===== src/rtl/lector_botones_pkg.sv =====
// Button codes shared by the snake input stage, instruction buffer and game FSM.
// Lower code means higher priority when several presses land in the same cycle.
package lector_botones_pkg;

  localparam int unsigned BTN_W   = 3;
  localparam int unsigned NUM_BTN = 5;

  localparam logic [BTN_W-1:0] BTN_NINGUNO = 3'd0;
  localparam logic [BTN_W-1:0] BTN_ARRIBA  = 3'd1;
  localparam logic [BTN_W-1:0] BTN_ABAJO   = 3'd2;
  localparam logic [BTN_W-1:0] BTN_IZQ     = 3'd3;
  localparam logic [BTN_W-1:0] BTN_DER     = 3'd4;
  localparam logic [BTN_W-1:0] BTN_CENTRO  = 3'd5;

  // Bit i of p is the press pulse of button code i+1.
  function automatic logic [BTN_W-1:0] codificar_prioridad(input logic [NUM_BTN-1:0] p);
    logic [BTN_W-1:0] c;
    c = BTN_NINGUNO;
    if (p[0])      c = BTN_ARRIBA;
    else if (p[1]) c = BTN_ABAJO;
    else if (p[2]) c = BTN_IZQ;
    else if (p[3]) c = BTN_DER;
    else if (p[4]) c = BTN_CENTRO;
    return c;
  endfunction

endpackage


===== src/rtl/lector_botones_antirrebote.sv =====
// One button: 2-FF synchronizer, debounce counter, registered press pulse.
// Latency: pulse 2 + DEB_CYCLES cycles after the raw edge; no backpressure.
module antirrebote #(
  parameter int unsigned DEB_CYCLES = 500000
) (
  input  logic clk,
  input  logic rst,
  input  logic btn_i,
  output logic pulso
);

  localparam int unsigned CW = $clog2(DEB_CYCLES + 1);
  localparam logic [CW-1:0] CNT_LAST = CW'(DEB_CYCLES - 1);

  logic          sync1_q, sync2_q;
  logic          stable_q, stable_d;
  logic [CW-1:0] cnt_q, cnt_d;
  logic          pulso_q, pulso_d;

  always_comb begin
    stable_d = stable_q;
    cnt_d    = '0;
    // The counter only runs while the synchronized level disagrees with the accepted one.
    if (sync2_q != stable_q) begin
      if (cnt_q == CNT_LAST) stable_d = sync2_q;
      else                   cnt_d    = cnt_q + CW'(1);
    end
    pulso_d = stable_d & ~stable_q;
  end

  always_ff @(posedge clk or negedge rst) begin
    if (!rst) begin
      sync1_q  <= 1'b0;
      sync2_q  <= 1'b0;
      stable_q <= 1'b0;
      cnt_q    <= '0;
      pulso_q  <= 1'b0;
    end else begin
      sync1_q  <= btn_i;
      sync2_q  <= sync1_q;
      stable_q <= stable_d;
      cnt_q    <= cnt_d;
      pulso_q  <= pulso_d;
    end
  end

  assign pulso = pulso_q;

endmodule


===== src/rtl/lector_botones.sv =====
// Debounces five buttons and emits the latest press code once per game tick.
// Latency: LE registered, one cycle wide, every TICK_CYCLES enabled cycles; no backpressure.
module lector_botones
  import lector_botones_pkg::*;
#(
  parameter int unsigned DEB_CYCLES  = 500000,
  parameter int unsigned TICK_CYCLES = 12500000
) (
  input  logic             clk,
  input  logic             rst,
  input  logic             btn_arriba,
  input  logic             btn_abajo,
  input  logic             btn_izq,
  input  logic             btn_der,
  input  logic             btn_centro,
  input  logic             habilitar,
  output logic             LE,
  output logic [BTN_W-1:0] boton_pres
);

  localparam int unsigned TW = $clog2(TICK_CYCLES);
  localparam logic [TW-1:0] TICK_LAST = TW'(TICK_CYCLES - 1);

  logic [NUM_BTN-1:0] botones;
  logic [NUM_BTN-1:0] pulsos;
  logic [BTN_W-1:0]   codigo;
  logic               terminal;

  logic [TW-1:0]    tick_q, tick_d;
  logic [BTN_W-1:0] pend_q, pend_d;
  logic             le_q, le_d;
  logic [BTN_W-1:0] bp_q, bp_d;

  assign botones = {btn_centro, btn_der, btn_izq, btn_abajo, btn_arriba};

  for (genvar i = 0; i < NUM_BTN; i++) begin : g_btn
    antirrebote #(.DEB_CYCLES(DEB_CYCLES)) u_antirrebote (
      .clk   (clk),
      .rst   (rst),
      .btn_i (botones[i]),
      .pulso (pulsos[i])
    );
  end

  assign codigo = codificar_prioridad(pulsos);

  always_comb begin
    terminal = habilitar && (tick_q == TICK_LAST);
    tick_d   = (habilitar && !terminal) ? tick_q + TW'(1) : '0;
    // A press arriving on the terminal edge survives into the next tick.
    if (codigo != BTN_NINGUNO) pend_d = codigo;
    else if (terminal)         pend_d = BTN_NINGUNO;
    else                       pend_d = pend_q;
    le_d = terminal;
    bp_d = terminal ? pend_q : bp_q;
  end

  always_ff @(posedge clk or negedge rst) begin
    if (!rst) begin
      tick_q <= '0;
      pend_q <= BTN_NINGUNO;
      le_q   <= 1'b0;
      bp_q   <= BTN_NINGUNO;
    end else begin
      tick_q <= tick_d;
      pend_q <= pend_d;
      le_q   <= le_d;
      bp_q   <= bp_d;
    end
  end

  assign LE         = le_q;
  assign boton_pres = bp_q;

endmodule


===== config.mk =====
export PLATFORM = sky130hd
export DESIGN_NAME = lector_botones
export DESIGN_NICKNAME = d
export VERILOG_FILES = /design/src/rtl/lector_botones_pkg.sv /design/src/rtl/lector_botones_antirrebote.sv /design/src/rtl/lector_botones.sv
export SDC_FILE = /design/constraint.sdc
export NUM_CORES = 1
export LEC_CHECK = 0
export BUFFER_PORTS_ARGS = -buffer_cell sky130_fd_sc_hd__buf_4
export CAP_MARGIN = 0
export CORE_MARGIN = 5
export CORE_UTILIZATION = 55
export DETAILED_ROUTE_END_ITERATION = 8
export PLACE_DENSITY = 0.74
export SLEW_MARGIN = 5
export SYNTH_ARGS = -nofsm -noshare
export SYNTH_HDL_FRONTEND = slang
export SYNTH_SLANG_ARGS = --single-unit

===== constraint.sdc =====
create_clock -name clk -period 2.45 [get_ports clk]
set_input_delay 0.49 -clock clk [delete_from_list [all_inputs] [get_ports clk]]
set_output_delay 0.49 -clock clk [all_outputs]
set_load 0.005 [all_outputs]

==> flow_summary.json <==
{
  "final_layout_size_suffix_gt1_share_pct": 10.7,
  "syn_nets": 703,
  "synth_edf_count": 0,
  "yosysSeqAreaShare_pct": 52.8,
  "arrival_ps": 2480,
  "fp.dieH_um": 122,
  "grt.overflow.total": 0,
  "syn_inst": 689,
  "synth_seq_cells": 146,
  "cap_violations": 0,
  "start_util_pct": 55.5,
  "core.rowCount": 41,
  "dp_slack_ps": 339,
  "ys_top_cells_by_area": "dfrtp_1 (53%), xnor2_1 (6.1%), nor2_1 (5.1%)",
  "hp-class": "in2async",
  "reg2reg_slack_ps": 310,
  "dp_hpwl_um": 9060,
  "r2r-end": "tick_q[22]",
  "finalCritPeriodShare_pct": 87.2,
  "place_inst": 871,
  "fin_util_pct": 63.2,
  "worstPathCellList": "ha_1 > nand4_2 > or3_1 > or4_1 > a21oi_1",
  "worst_pin_slew_ps": 546,
  "nets": 732,
  "clk_latency_ps": 420,
  "grt_pass1_wl_um": 23200,
  "gp_congestion": 0.842,
  "synth_area_leader_cell": "dfrtp_1",
  "fillers": 992,
  "fin_ws_ps": 314,
  "async_flop_share_pct": 100,
  "slowest_delay_ps": 530,
  "slew_violations": 0,
  "ys_types": 45,
  "clock_path_buffers": 2,
  "mostFrequentLayoutCells": "dfrtp_1 (146), nor2_1 (95), xnor2_1 (48)",
  "die-area_um2": 14900,
  "wl_um": 13200,
  "cp.required_ps": 2790,
  "hold_viol_final": 0,
  "diodes": 0,
  "vias_per_cell": 5.78,
  "grt_max_degree": 58,
  "cp_slowest_cell": "or3_1",
  "fin_tns_setup_ps": 0,
  "cts_setup_buffers": 0,
  "synthesis.area_um2": 6920,
  "start_kind": "flop",
  "grt_usage_pct": 19.3,
  "final_common_cell": "dfrtp_1",
  "worst-setup-path-type": "reg2reg",
  "drc": 0,
  "ys.flop_type": "dfrtp_1",
  "rsz0062_at_grt": "no",
  "wl_per_cell_um": 14.6,
  "fmax_ghz": 0.468,
  "peakVddDrop_v": 0.000832,
  "syn_to_final_growth_pct": 13.8,
  "first_pass_iters": 5,
  "relSlewSlack_pct": 63.6,
  "synth.top_cell.area_share_pct": 52.8,
  "core_area_um2": 12500,
  "antenna_found_initial": 0,
  "avgSynthCellArea_um2": 10.0,
  "whs_ps": 24.4,
  "ctsResizeCount": 0,
  "status": "finished clean",
  "p_per_area_nw_per_um2": 663,
  "cts.sinks": 146,
  "cts-root-buf": "clkbuf_16",
  "period_needed_ps": 2140,
  "htree_levels": 4,
  "yosysWarnings": 0,
  "clock_skew_ps": 10.2,
  "hold_buffers": 0,
  "io_buffers": 11,
  "finalNonFillerCells": 903,
  "cts_tree": "done",
  "vias": 5217,
  "clk_pin_slew_ps": 60,
  "power_leakage_nw": 3.17,
  "cts_made_buffers": 17,
  "ant_nets": 0,
  "setup-violations-final": 0,
  "cp_max_fo": 7,
  "rr_startpoint": "tick_q[0]",
  "ios": 12,
  "grt_pass1_vias": 5094,
  "dieWidth_um": 122,
  "end_kind": "flop",
  "rr_worst_depth": 5,
  "drt_iter0_markers": 331
}
worst max-delay path: cells and delay by family (launching register included):
family                     cells  cell delay, ps
adders and majority gates      1             270
and+or+nand+nor                3            1200
AOI/OAI and AO/OA              1             170
DFF                            1             420
final cells by class:
type / count / area (um2) / share of cell area [%]
sequential: 146 / 3650 / 46.4
multi-input combinational: 506 / 3120 / 39.7
clock buffer: 21 / 470 / 5.97
tap: 172 / 215 / 2.73
timing repair buffer: 26 / 211 / 2.68
clock inverter: 11 / 125 / 1.59
inverter: 21 / 78.8 / 1.00
kinds of logic (layout without fill, tap and decap cells):
kind of cell / after synthesis / after routing / synth area share, %
AO/OA/AOI/OAI: 82 / 82 / 6.96
XOR/XNOR: 77 / 77 / 9.74
adder cells (fa/ha/maj): 6 / 6 / 1.08
buffers and inverters: 37 / 79 / 2.11
flip-flops: 146 / 146 / 52.8
multiplexers: 8 / 8 / 1.30
AND/OR/NAND/NOR: 333 / 333 / 26.0
report_power, final:
group	internal, W	switching [W]
Sequential	0.00244	0.0000318
Combinational	0.0000540	0.000108
Clock	0.00159	0.000996
metal layers:
layer	share of wire, %	track usage, %
met1	45	24.6
met5	0	0
met4	0.99	5.60
met3	2.7	4.92
met2	51	32.6
Yosys cell counts (3+ instances only):
master and number:
a21oi_1 37, and2_1 9, and3_1 4, and3b_1 4, and4_1 15, clkbuf_1 12
dfrtp_1 146, ha_1 6, inv_1 21, mux2_2 8, nand2_1 44, nand3_1 39
nand4_1 30, nor2_1 95, nor3_1 16, nor4_1 20, nor4bb_1 4, o21ai_0 21
o21ai_1 3, o31ai_1 14, or3_1 17, or3_2 3, or4_1 16, xnor2_1 48
xor2_1 29
worst max path at each step:
| stage | from | to | slack [ps] | cells past startpoint |
|---|---|---|---|---|
| finish | tick_q[0] | tick_q[22] | 310 | 5 |
| global route | g_btn[3].u_antirrebote.cnt_q[0] | g_btn[3].u_antirrebote.cnt_q[18] | 170 | 5 |
| CTS | g_btn[3].u_antirrebote.cnt_q[0] | g_btn[3].u_antirrebote.cnt_q[16] | 310 | 5 |
| detailed placement | g_btn[0].u_antirrebote.cnt_q[0] | g_btn[0].u_antirrebote.cnt_q[18] | 340 | 5 |
| global placement | g_btn[0].u_antirrebote.cnt_q[0] | g_btn[0].u_antirrebote.cnt_q[18] | 400 | 5 |
| floorplan | g_btn[0].u_antirrebote.cnt_q[0] | g_btn[0].u_antirrebote.cnt_q[18] | 480 | 5 |
sequential cells by signal, indices dropped and copies added, names as in the netlist:
signal	count
LE	1
boton_pres	3
g_btn.u_antirrebote.cnt_q	95
g_btn.u_antirrebote.pulso	5
g_btn.u_antirrebote.stable_q	5
g_btn.u_antirrebote.sync1_q	5
g_btn.u_antirrebote.sync2_q	5
pend_q	3
tick_q	24
through the flow:
step / total power, W / area (um2)
2_1_floorplan: 0.00258 / 6920
3_3_place_gp: 0.00267 / 7280
3_5_place_dp: 0.00269 / 7280
4_1_cts: 0.00527 / 7880
5_1_grt: 0.00542 / 7880
6_report: 0.00522 / 7880
Note: power is estimated with default switching activity, not from simulation.
